`config.mk`:
```
export PLATFORM = sky130hd
export DESIGN_NAME = jk_bank_driver
export DESIGN_NICKNAME = d
export VERILOG_FILES = /design/src/rtl/jk_bank_driver.sv
export SDC_FILE = /design/constraint.sdc
export NUM_CORES = 1
export LEC_CHECK = 0
export ABC_CLOCK_PERIOD_IN_PS = 1900
export BUFFER_PORTS_ARGS = -buffer_cell sky130_fd_sc_hd__buf_4
export CAP_MARGIN = 20
export CORE_MARGIN = 5
export CORE_UTILIZATION = 54
export CTS_BUF_LIST = sky130_fd_sc_hd__clkbuf_4 sky130_fd_sc_hd__clkbuf_8
export CTS_CLUSTER_SIZE = 24
export DETAILED_ROUTE_END_ITERATION = 16
export GPL_ROUTABILITY_DRIVEN = 0
export GPL_TIMING_DRIVEN = 0
export PLACE_DENSITY = 0.81
export SLEW_MARGIN = 20
export SYNTH_ARGS = -nofsm -noshare
export SYNTH_HDL_FRONTEND = slang
export SYNTH_SLANG_ARGS = --single-unit
```
`constraint.sdc`:
```
create_clock -name clk -period 1.9 [get_ports clk]
set_clock_uncertainty 0.1 [all_clocks]
set_input_delay 0.095 -clock clk [delete_from_list [all_inputs] [get_ports clk]]
set_output_delay 0.095 -clock clk [all_outputs]
set_load 0.05 [all_outputs]
```
`src/rtl/jk_bank_driver.sv`:
```
`default_nettype none
// ============================================================================
// Module      : jk_bank_driver
// Description : Drives a bank of JK flip-flops toward a latched target word.
//               It pulses J/K for one cycle, waits for the bank to settle,
//               compares, and retries a bounded number of times.
//               Optional macro JK_BANK_TOGGLE_EN: differing bits are driven as
//               toggle (J=K=1) instead of set/reset.
// Revision    : 1.0 - initial release
// ============================================================================
module jk_bank_driver #(
  parameter int W         = 4,
  parameter int MAX_RETRY = 2
) (
  input  logic         clk,
  input  logic         reset,
  input  logic         enabled,
  input  logic         start,
  input  logic [W-1:0] target,
  input  logic [W-1:0] q_fb,
  output logic [W-1:0] J,
  output logic [W-1:0] K,
  output logic         busy,
  output logic         done,
  output logic         err
);

  typedef enum logic [1:0] {
    S_IDLE   = 2'd0,
    S_APPLY  = 2'd1,
    S_SETTLE = 2'd2
  } state_t;

  localparam logic [2:0] C_MAX_RETRY = 3'(MAX_RETRY);

  state_t       state_q, state_d;
  logic [W-1:0] target_q, target_d;
  logic [W-1:0] j_q, j_d;
  logic [W-1:0] k_q, k_d;
  logic [2:0]   retry_q, retry_d;
  logic         busy_q, busy_d;
  logic         done_q, done_d;
  logic         err_q, err_d;

  logic [W-1:0] w_src_t;
  logic [W-1:0] w_diff;
  logic [W-1:0] w_exc_j;
  logic [W-1:0] w_exc_k;

  // In IDLE the excitation is formed from the incoming word being accepted.
  assign w_src_t = (state_q == S_IDLE) ? target : target_q;
  assign w_diff  = w_src_t ^ q_fb;

`ifdef JK_BANK_TOGGLE_EN
  assign w_exc_j = w_diff;
  assign w_exc_k = w_diff;
`else
  assign w_exc_j = w_diff & w_src_t;
  assign w_exc_k = w_diff & ~w_src_t;
`endif

  always_comb begin
    state_d  = state_q;
    target_d = target_q;
    retry_d  = retry_q;
    j_d      = '0;
    k_d      = '0;
    busy_d   = busy_q;
    done_d   = 1'b0;
    err_d    = err_q;

    if (!enabled) begin
      // Frozen in APPLY: keep the pending excitation tracking q_fb so the
      // value presented on re-enable reflects the bank as it is then.
      if (state_q == S_APPLY) begin
        j_d = w_exc_j;
        k_d = w_exc_k;
      end
    end else begin
      case (state_q)
        S_IDLE: begin
          if (start) begin
            target_d = target;
            j_d      = w_exc_j;
            k_d      = w_exc_k;
            retry_d  = 3'd0;
            err_d    = 1'b0;
            busy_d   = 1'b1;
            state_d  = S_APPLY;
          end
        end
        S_APPLY: begin
          state_d = S_SETTLE;
        end
        S_SETTLE: begin
          if (q_fb == target_q) begin
            done_d  = 1'b1;
            err_d   = 1'b0;
            busy_d  = 1'b0;
            state_d = S_IDLE;
          end else if (retry_q < C_MAX_RETRY) begin
            retry_d = retry_q + 3'd1;
            j_d     = w_exc_j;
            k_d     = w_exc_k;
            state_d = S_APPLY;
          end else begin
            done_d  = 1'b1;
            err_d   = 1'b1;
            busy_d  = 1'b0;
            state_d = S_IDLE;
          end
        end
        default: begin
          state_d = S_IDLE;
        end
      endcase
    end
  end

  always_ff @(posedge clk or posedge reset) begin
    if (reset) begin
      state_q  <= S_IDLE;
      target_q <= '0;
      j_q      <= '0;
      k_q      <= '0;
      retry_q  <= 3'd0;
      busy_q   <= 1'b0;
      done_q   <= 1'b0;
      err_q    <= 1'b0;
    end else begin
      state_q  <= state_d;
      target_q <= target_d;
      j_q      <= j_d;
      k_q      <= k_d;
      retry_q  <= retry_d;
      busy_q   <= busy_d;
      done_q   <= done_d;
      err_q    <= err_d;
    end
  end

  // Dropping enabled silences the bank at once, not one edge later.
  assign J    = j_q & {W{enabled}};
  assign K    = k_q & {W{enabled}};
  assign busy = busy_q;
  assign done = done_q;
  assign err  = err_q;

endmodule
`default_nettype wire

```
==> summary.txt, run 1 <==
Outcome
  • Status: completed

Die
  • Die width: 52.0 µm
  • Initial Util: 0.559
  • Number of cell rows: 15
  • Core area: 1710 µm²
  • IO Pins: 23
  • Die Footprint: 2710 µm²
  • Die height: 52.0 µm

Critical path
  • Critical path launch point type: register
  • CP peak stage delay: 370 ps
  • R2r endpoint: target_q[2]$_DFFE_PP0P_
  • CP Buf/Inv Count: 1
  • Worst path arrival time: 1760 ps
  • Crit-path cells: buf_2 -> nor2_2 -> nand3_2 -> mux2_2
  • Critical-path maximum fanout: 8
  • Worst path slowest cell: dfrtp_1
  • Flop2flop setup slack: 230 ps
  • Top delay family on crit path: simple AND/OR/NAND/NOR gates
  • CP Capture Type: register
  • WP data required: 2000 ps
  • Worst reg2reg startpoint: state_q[1]$_DFFE_PP0P_
  • Worst r2r path cells: 4
  • Crit path kind: reg2reg

Final layout
  • Top library cells by usage in the layout, fill and taps aside: buf_4 (22), dfrtp_1 (20), dlygate4sd3_1 (9), and2_1 (8)
  • Finished Layout Cells: 143
  • Commonest non-fill, non-tap cell in the layout: buf_4
  • Ratio of cells with drive above 1 in the final layout: 0.322
  • Area Overhead vs Synth: 33.8%
  • Number of nets in the layout: 132
  • Diode count: 0
  • Final core occ: 0.748
  • Fillers: 120

Power
  • Comb power frac: 0.475
  • Pleak: 0.615 nW
  • Power Density: 1320 nW/µm²
  • P_int: 0.998 mW
  • Switch Pwr: 0.687 mW
  • Sequential power share: 0.382
  • Clk pwr share: 0.143
  • VDD IR max: 0.846 mV
  • Net Sw Frac: 0.407

Routing
  • Iteration-0 DRC Markers: 7
  • First drt pass iteration count: 4
  • Final wirelength: 2020 µm
  • Via count: 747
  • Wirelength per Cell: 14.1 µm
  • Post-DRT Antenna Nets: 0
  • Routed vias/inst: 5.22
  • DRC Markers: 0

Clocking
  • Clk Latency, worst-skew pair: 300 ps
  • Clock tree root driver cell: clkbuf_4
  • CTS buffer count: 3
  • Longest Clk Path Bufs: 2
  • Clock slew at reported path FFs: 110 ps
  • Post-CTS sizing: 0
  • Sink Count: 20
  • CTS tree: built
  • H-tree depth: 1

Run
  • Total of max-cap violations: 0

STA
  • RSZ-0062 raised after global routing: false
  • Fmax: 0.600 GHz
  • Final slew viol count: 0
  • Final period util: 0.877
  • Final Setup Violations: 0
  • Fin. Hold Viols: 0
  • Setup_tns: 0 ps
  • Post-layout min period: 1670 ps
  • Worst-Margin Slew: 709 ps
  • Slew headroom: 0.527

Global route
  • Initial antenna violation count: 0
  • Congestion Overflow GR: 0
  • Largest net degree at the start of global routing: 21
  • GRT Total Usage: 0.181
  • Vias in the first global route: 796
  • First-pass GRT wire length: 3540 µm

Placement
  • PortBufs: 22
  • Post-detail-place hpwl: 1350 µm
  • Post-Place Cells: 130

Worst hold path
  • Hold path startpoint: start
  • Worst Hold Class: in2reg
  • Hold Crit Depth: 3
  • Worst Hold End: err$_DFFE_PP0P_

Logic synthesis
  • Syn Inst Count: 83
  • Synthesized area: 955 µm²
  • Post-synthesis cell type count: 29
  • Post-synthesis sequential area ratio: 0.524
  • Synth Warn #: 0
  • Post-synthesis register bit count: 20
  • Synthesized area per cell: 11.5 µm²
  • Syn_nets: 96
[how the worst max path moves through the flow]
stage                           startpoint                      end  cells past startpoint
CTS                 state_q[1]$_DFFE_PP0P_  target_q[2]$_DFFE_PP0P_                      4
global placement    state_q[1]$_DFFE_PP0P_  target_q[0]$_DFFE_PP0P_                      4
floorplan           retry_q[1]$_DFFE_PP0P_         j_q[0]$_DFF_PP0_                      4
global route        state_q[1]$_DFFE_PP0P_  target_q[2]$_DFFE_PP0P_                      4
detailed placement  state_q[1]$_DFFE_PP0P_  target_q[2]$_DFFE_PP0P_                      4
finish              state_q[1]$_DFFE_PP0P_  target_q[2]$_DFFE_PP0P_                      4
[what timing repair did]
action	4_1_cts	5_1_grt
hold endpoints to repair	32	0
hold buffers	9	0
buffers inserted	0	0
setup endpoints to repair	0	0
[state kept, by name, indices dropped and copies added, names as in the netlist]
signal	cells
busy	1
done	1
err	1
j_q	4
k_q	4
retry_q	3
state_q	2
target_q	4
[cells in the mapped netlist]
cell | number | area, µm²
nand2_1 | 6 | 22.5
o22a_4 | 1 | 17.5
a41o_1 | 1 | 10.0
a22o_1 | 2 | 17.5
dfrtp_1 | 20 | 500
o311ai_0 | 1 | 8.76
a41oi_1 | 1 | 8.76
o21a_1 | 1 | 7.51
clkbuf_1 | 1 | 3.75
nor2_1 | 6 | 22.5
nand3b_1 | 1 | 7.51
mux2_2 | 4 | 45.0
buf_2 | 1 | 5.00
a21boi_0 | 1 | 7.51
ha_1 | 1 | 12.5
inv_1 | 2 | 7.51
and2_1 | 8 | 50.1
nor2b_1 | 1 | 6.26
or2_1 | 1 | 6.26
xnor2_1 | 4 | 35.0
nand3_2 | 1 | 10.0
nor3_2 | 4 | 40.0
mux2i_1 | 5 | 50.1
o211ai_1 | 1 | 7.51
nand2b_1 | 2 | 12.5
nor2_2 | 1 | 6.26
a21oi_1 | 3 | 15.0
nand4_1 | 1 | 6.26
nand3_1 | 1 | 5.00
[worst min-delay path, cell delays in order]
cell	delay, ps
buf_4	100
o21a_1	150
a21oi_1	70
[power groups by stage]
stage / Combinational (mW) / Sequential, mW / Clock, mW
after CTS: 0.792 / 0.643 / 0.243
final: 0.800 / 0.644 / 0.242
after global routing: 0.862 / 0.667 / 0.267
after detailed placement: 0.774 / 0.652 / 0
after global placement: 0.753 / 0.643 / 0
after floorplan: 0.538 / 0.699 / 0
[cell type report]
type | instances | area [µm²] | share of cell area
Buffer | 2 | 8.76 | 0.00686
Clock buffer | 4 | 36.3 | 0.0284
Inverter | 2 | 7.51 | 0.00588
Multi-Input combinational cell | 59 | 438 | 0.343
Sequential cell | 20 | 500 | 0.392
Tap cell | 25 | 31.3 | 0.0245
Timing Repair Buffer | 31 | 255 | 0.200
[cell families (layout without fill, tap and decap cells)]
group	after synthesis	after routing	share of synthesized area
adder cells (fa/ha/maj)	1	1	0.0131
XOR/XNOR	4	4	0.0367
flip-flops	20	20	0.524
multiplexers	9	9	0.0996
buffers and inverters	4	39	0.0170
AND/OR/NAND/NOR	33	33	0.204
AO/OA/AOI/OAI	12	12	0.105
[metrics by stage]
| stage | hold slack (ps) | instance area [µm²] | worst slack (ps) | power [mW] |
|---|---|---|---|---|
| after floorplan | -41.2 | 955 | 428 | 1.24 |
| after global placement | 155 | 1150 | 283 | 1.40 |
| after detailed placement | 154 | 1150 | 251 | 1.43 |
| after CTS | 44.4 | 1280 | 231 | 1.68 |
| after global routing | 63.2 | 1280 | 129 | 1.80 |
| final | 49.1 | 1280 | 234 | 1.69 |
[layer usage]
metal	vias up	GRT usage	share of wire
met1	354	0.217	0.42
met2	26	0.305	0.48
li1	359	-	-
met4	0	0.109	0.040
met3	8	0.0258	0.056
met5	-	0	0
No activity file was read; power rests on OpenSTA's default activity.
==> run 2, diff against run 1 <==
--- a/config.mk
+++ b/config.mk
@@ -5,17 +5,18 @@
 export SDC_FILE = /design/constraint.sdc
 export NUM_CORES = 1
 export LEC_CHECK = 0
+export ABC_AREA = 1
 export ABC_CLOCK_PERIOD_IN_PS = 1900
 export BUFFER_PORTS_ARGS = -buffer_cell sky130_fd_sc_hd__buf_4
 export CAP_MARGIN = 20
 export CORE_MARGIN = 5
-export CORE_UTILIZATION = 54
+export CORE_UTILIZATION = 55
 export CTS_BUF_LIST = sky130_fd_sc_hd__clkbuf_4 sky130_fd_sc_hd__clkbuf_8
 export CTS_CLUSTER_SIZE = 24
 export DETAILED_ROUTE_END_ITERATION = 16
 export GPL_ROUTABILITY_DRIVEN = 0
 export GPL_TIMING_DRIVEN = 0
-export PLACE_DENSITY = 0.81
+export PLACE_DENSITY = 0.82
 export SLEW_MARGIN = 20
 export SYNTH_ARGS = -nofsm -noshare
 export SYNTH_HDL_FRONTEND = slang
==> summary.txt, run 2 <==
Outcome
  • Status: completed (unchanged)

Final layout
  • Commonest non-fill, non-tap cell in the layout: nand2_1 (was buf_4)
  • Biggest regs: j_q x4, k_q x4, target_q x4 (unchanged)
  • Diode count: 0 (unchanged)
  • Final non-filler cell area: 1350 µm² (was 1280 µm²)
  • Number of nets in the layout: 189 (was 132)
  • Ratio of cells with drive above 1 in the final layout: 0.200 (was 0.322)
  • Area Overhead vs Synth: 31.3% (was 33.8%)
  • Fillers: 135 (was 120)
  • Top library cells by usage in the layout, fill and taps aside: nand2_1 (42), inv_1 (22), buf_4 (22), nor2_1 (20), dfrtp_1 (20) (was buf_4 (22), dfrtp_1 (20), dlygate4sd3_1 (9), and2_1 (8))

Critical path
  • Flop2flop setup slack: 480 ps (was 230 ps)
  • Critical-path maximum fanout: 4 (was 8)
  • Worst path arrival time: 1580 ps (was 1760 ps)
  • Critical path launch point type: primary input (was register)
  • CP Capture Type: register (unchanged)
  • CP peak stage delay: 580 ps (was 370 ps)
  • Critical Path Most Common Cell: nand2_1
  • Worst path slowest cell: dlygate4sd3_1 (was dfrtp_1)
  • Crit-path cells: dlygate4sd3_1 -> buf_4 -> inv_1 -> nand2_1 -> nand2_1 -> nor2_1 -> nand2_1 -> nand2_1 -> nand2_2 -> nand2_2 -> nand2_1 -> nand2_1 (was buf_2 -> nor2_2 -> nand3_2 -> mux2_2)
  • WP data required: 2010 ps (was 2000 ps)
  • Crit path kind: in2reg (was reg2reg)

Die
  • Die height: 53.3 µm (was 52.0 µm)
  • IO Pins: 23 (unchanged)
  • Die width: 53.3 µm (was 52.0 µm)
  • Number of cell rows: 15 (unchanged)
  • Die Footprint: 2840 µm² (was 2710 µm²)
  • Core area: 1750 µm² (was 1710 µm²)
  • Initial Util: 0.590 (was 0.559)

STA
  • Fin. Hold Viols: 0 (unchanged)
  • Final slew viol count: 0 (unchanged)
  • Worst-Margin Slew: 694 ps (was 709 ps)
  • Setup_tns: 0 ps (unchanged)
  • RSZ-0062 raised after global routing: false (unchanged)
  • Final period util: 0.776 (was 0.877)
  • Post-layout min period: 1470 ps (was 1670 ps)
  • Slew headroom: 0.537 (was 0.527)
  • Final Setup Violations: 0 (unchanged)
  • Fmax: 0.678 GHz (was 0.600 GHz)

Clocking
  • Clock tree root driver cell: clkbuf_4 (unchanged)
  • Longest Clk Path Bufs: 2 (unchanged)
  • Clk Latency, worst-skew pair: 300 ps (about the same)
  • Clock slew at reported path FFs: 110 ps (about the same)
  • H-tree depth: 1 (unchanged)
  • Sink Count: 20 (unchanged)
  • CTS buffer count: 3 (unchanged)
  • CTS tree: built (unchanged)
  • Post-CTS sizing: 0 (unchanged)

Routing
  • DRC Markers: 0 (unchanged)
  • Post-DRT Antenna Nets: 0 (unchanged)
  • First drt pass iteration count: 6 (was 4)
  • Routed vias/inst: 5.16 (was 5.22)
  • Via count: 1032 (was 747)
  • Iteration-0 DRC Markers: 31 (was 7)
  • Wirelength per Cell: 11.7 µm (was 14.1 µm)
  • Final wirelength: 2340 µm (was 2020 µm)

Logic synthesis
  • Synth Warn #: 0 (unchanged)
  • Most used DFF post-synth: dfrtp_1 (unchanged)
  • Post-synthesis sequential area ratio: 0.486 (was 0.524)
  • Synthesized area per cell: 7.36 µm² (was 11.5 µm²)
  • Synth area leader: dfrtp_1 (unchanged)
  • Syn_nets: 153 (was 96)
  • Synthesized area: 1030 µm² (was 955 µm²)
  • Top-area cell type share of the netlist area: 0.486 (was 0.524)
  • Number of enable flip-flop cells after synthesis: 0 (unchanged)
  • FFs w/ async S/R, synth: 1.00 (unchanged)
  • Syn Inst Count: 140 (was 83)
  • Post-synthesis register bit count: 20 (unchanged)
  • Post-synthesis cell type count: 18 (was 29)
  • Top cells by count, synth: nand2_1 (42), inv_1 (22), dfrtp_1 (20), nor2_1 (20), nand3_1 (8) (was dfrtp_1 (20), and2_1 (8), nand2_1 (6), nor2_1 (6), mux2i_1 (5))
  • Largest cells by area after synthesis: dfrtp_1 (49%), nand2_1 (15%), inv_1 (8.0%) (was dfrtp_1 (52%), and2_1 (5.2%), mux2i_1 (5.2%))
  • Most frequent cell after synthesis: nand2_1 (was dfrtp_1)

Power
  • Power Density: 1060 nW/µm² (was 1320 nW/µm²)
  • Power Total: 1.43 mW (was 1.69 mW)
  • Pleak: 0.787 nW (was 0.615 nW)
  • VDD IR max: 0.996 mV (was 0.846 mV)

Global route
  • Largest net degree at the start of global routing: 21 (unchanged)
  • Vias in the first global route: 929 (was 796)
  • GRT Total Usage: 0.198 (was 0.181)
  • Initial antenna violation count: 0 (unchanged)
  • Congestion Overflow GR: 0 (unchanged)
  • First-pass GRT wire length: 4030 µm (was 3540 µm)

Placement
  • Post-detail-place hpwl: 1590 µm (was 1350 µm)
  • PortBufs: 22 (unchanged)
  • Placed Area: 1230 µm² (was 1150 µm²)

Run
  • Total of max-cap violations: 0 (unchanged)

Worst hold path
  • Worst Hold Class: in2reg (unchanged)
==> run 2: what timing repair did <==
item / 4_1_cts / 5_1_grt
hold endpoints to repair: 32 / 0
hold buffers: 9 / 0
setup buffers: 0 / 0
==> run 2: logic make-up (layout without fill, tap and decap cells) <==
family,after synthesis,count (layout),synth area share
and+or+nand+nor,81,81,0.349
AOI/OAI and AO/OA,12,12,0.0583
DFF,20,20,0.486
adders and majority gates,1,1,0.0121
buffers and inverters,26,61,0.0948
==> run 2: cell type report <==
| type | instances | area (µm²) | share of cell area |
|---|---|---|---|
| Multi-Input combinational cell | 94 | 432 | 0.319 |
| Inverter | 25 | 93.8 | 0.0694 |
| Buffer | 1 | 3.75 | 0.00278 |
| Sequential cell | 20 | 500 | 0.370 |
| Timing Repair Buffer | 31 | 255 | 0.189 |
| Tap cell | 25 | 31.3 | 0.0231 |
| Clock buffer | 4 | 36.3 | 0.0268 |
==> run 2: power breakdown <==
part,total (mW),internal (mW),switching (mW)
Clock,0.245,0.117,0.127
Combinational,0.604,0.200,0.403
Sequential,0.586,0.528,0.0578
Total,1.43,0.846,0.588
==> run 2: worst max-delay path: cells and delay by family <==
family | cells | cell delay (ps)
buf+inv | 3 | 800
simple gates | 9 | 670
==> run 2: final timing paths <==
check,start,endpoint,cells past startpoint
max,q_fb[0],retry_q[1]$_DFFE_PP0P_,12
min reg2reg,err$_DFFE_PP0P_,err$_DFFE_PP0P_,2
max in group asynchronous,reset,target_q[1]$_DFFE_PP0P_,3
min,enabled,state_q[1]$_DFFE_PP0P_,4
min in group asynchronous,reset,state_q[1]$_DFFE_PP0P_,3
max reg2reg,state_q[0]$_DFFE_PP0P_,err$_DFFE_PP0P_,4
==> run 2: routing by layer <==
layer,global-route usage,up-vias,part of all wire,wire length (µm)
met5,0,-,0,0
met4,0.0979,0,0.022,52
met3,0.0254,8,0.091,212
met2,0.327,67,0.49,1140
met1,0.253,459,0.40,938
li1,-,498,-,-
==> run 2: per-stage QoR <==
step	hold WS (ps)	cells	utilization	setup WS, ps
4_1_cts	21.1	200	0.775	491
3_3_place_gp	144	187	0.703	588
5_1_grt	18.3	200	0.775	342
2_1_floorplan	-41.2	140	-	696
3_5_place_dp	151	187	0.703	527
6_report	10.7	200	0.775	425
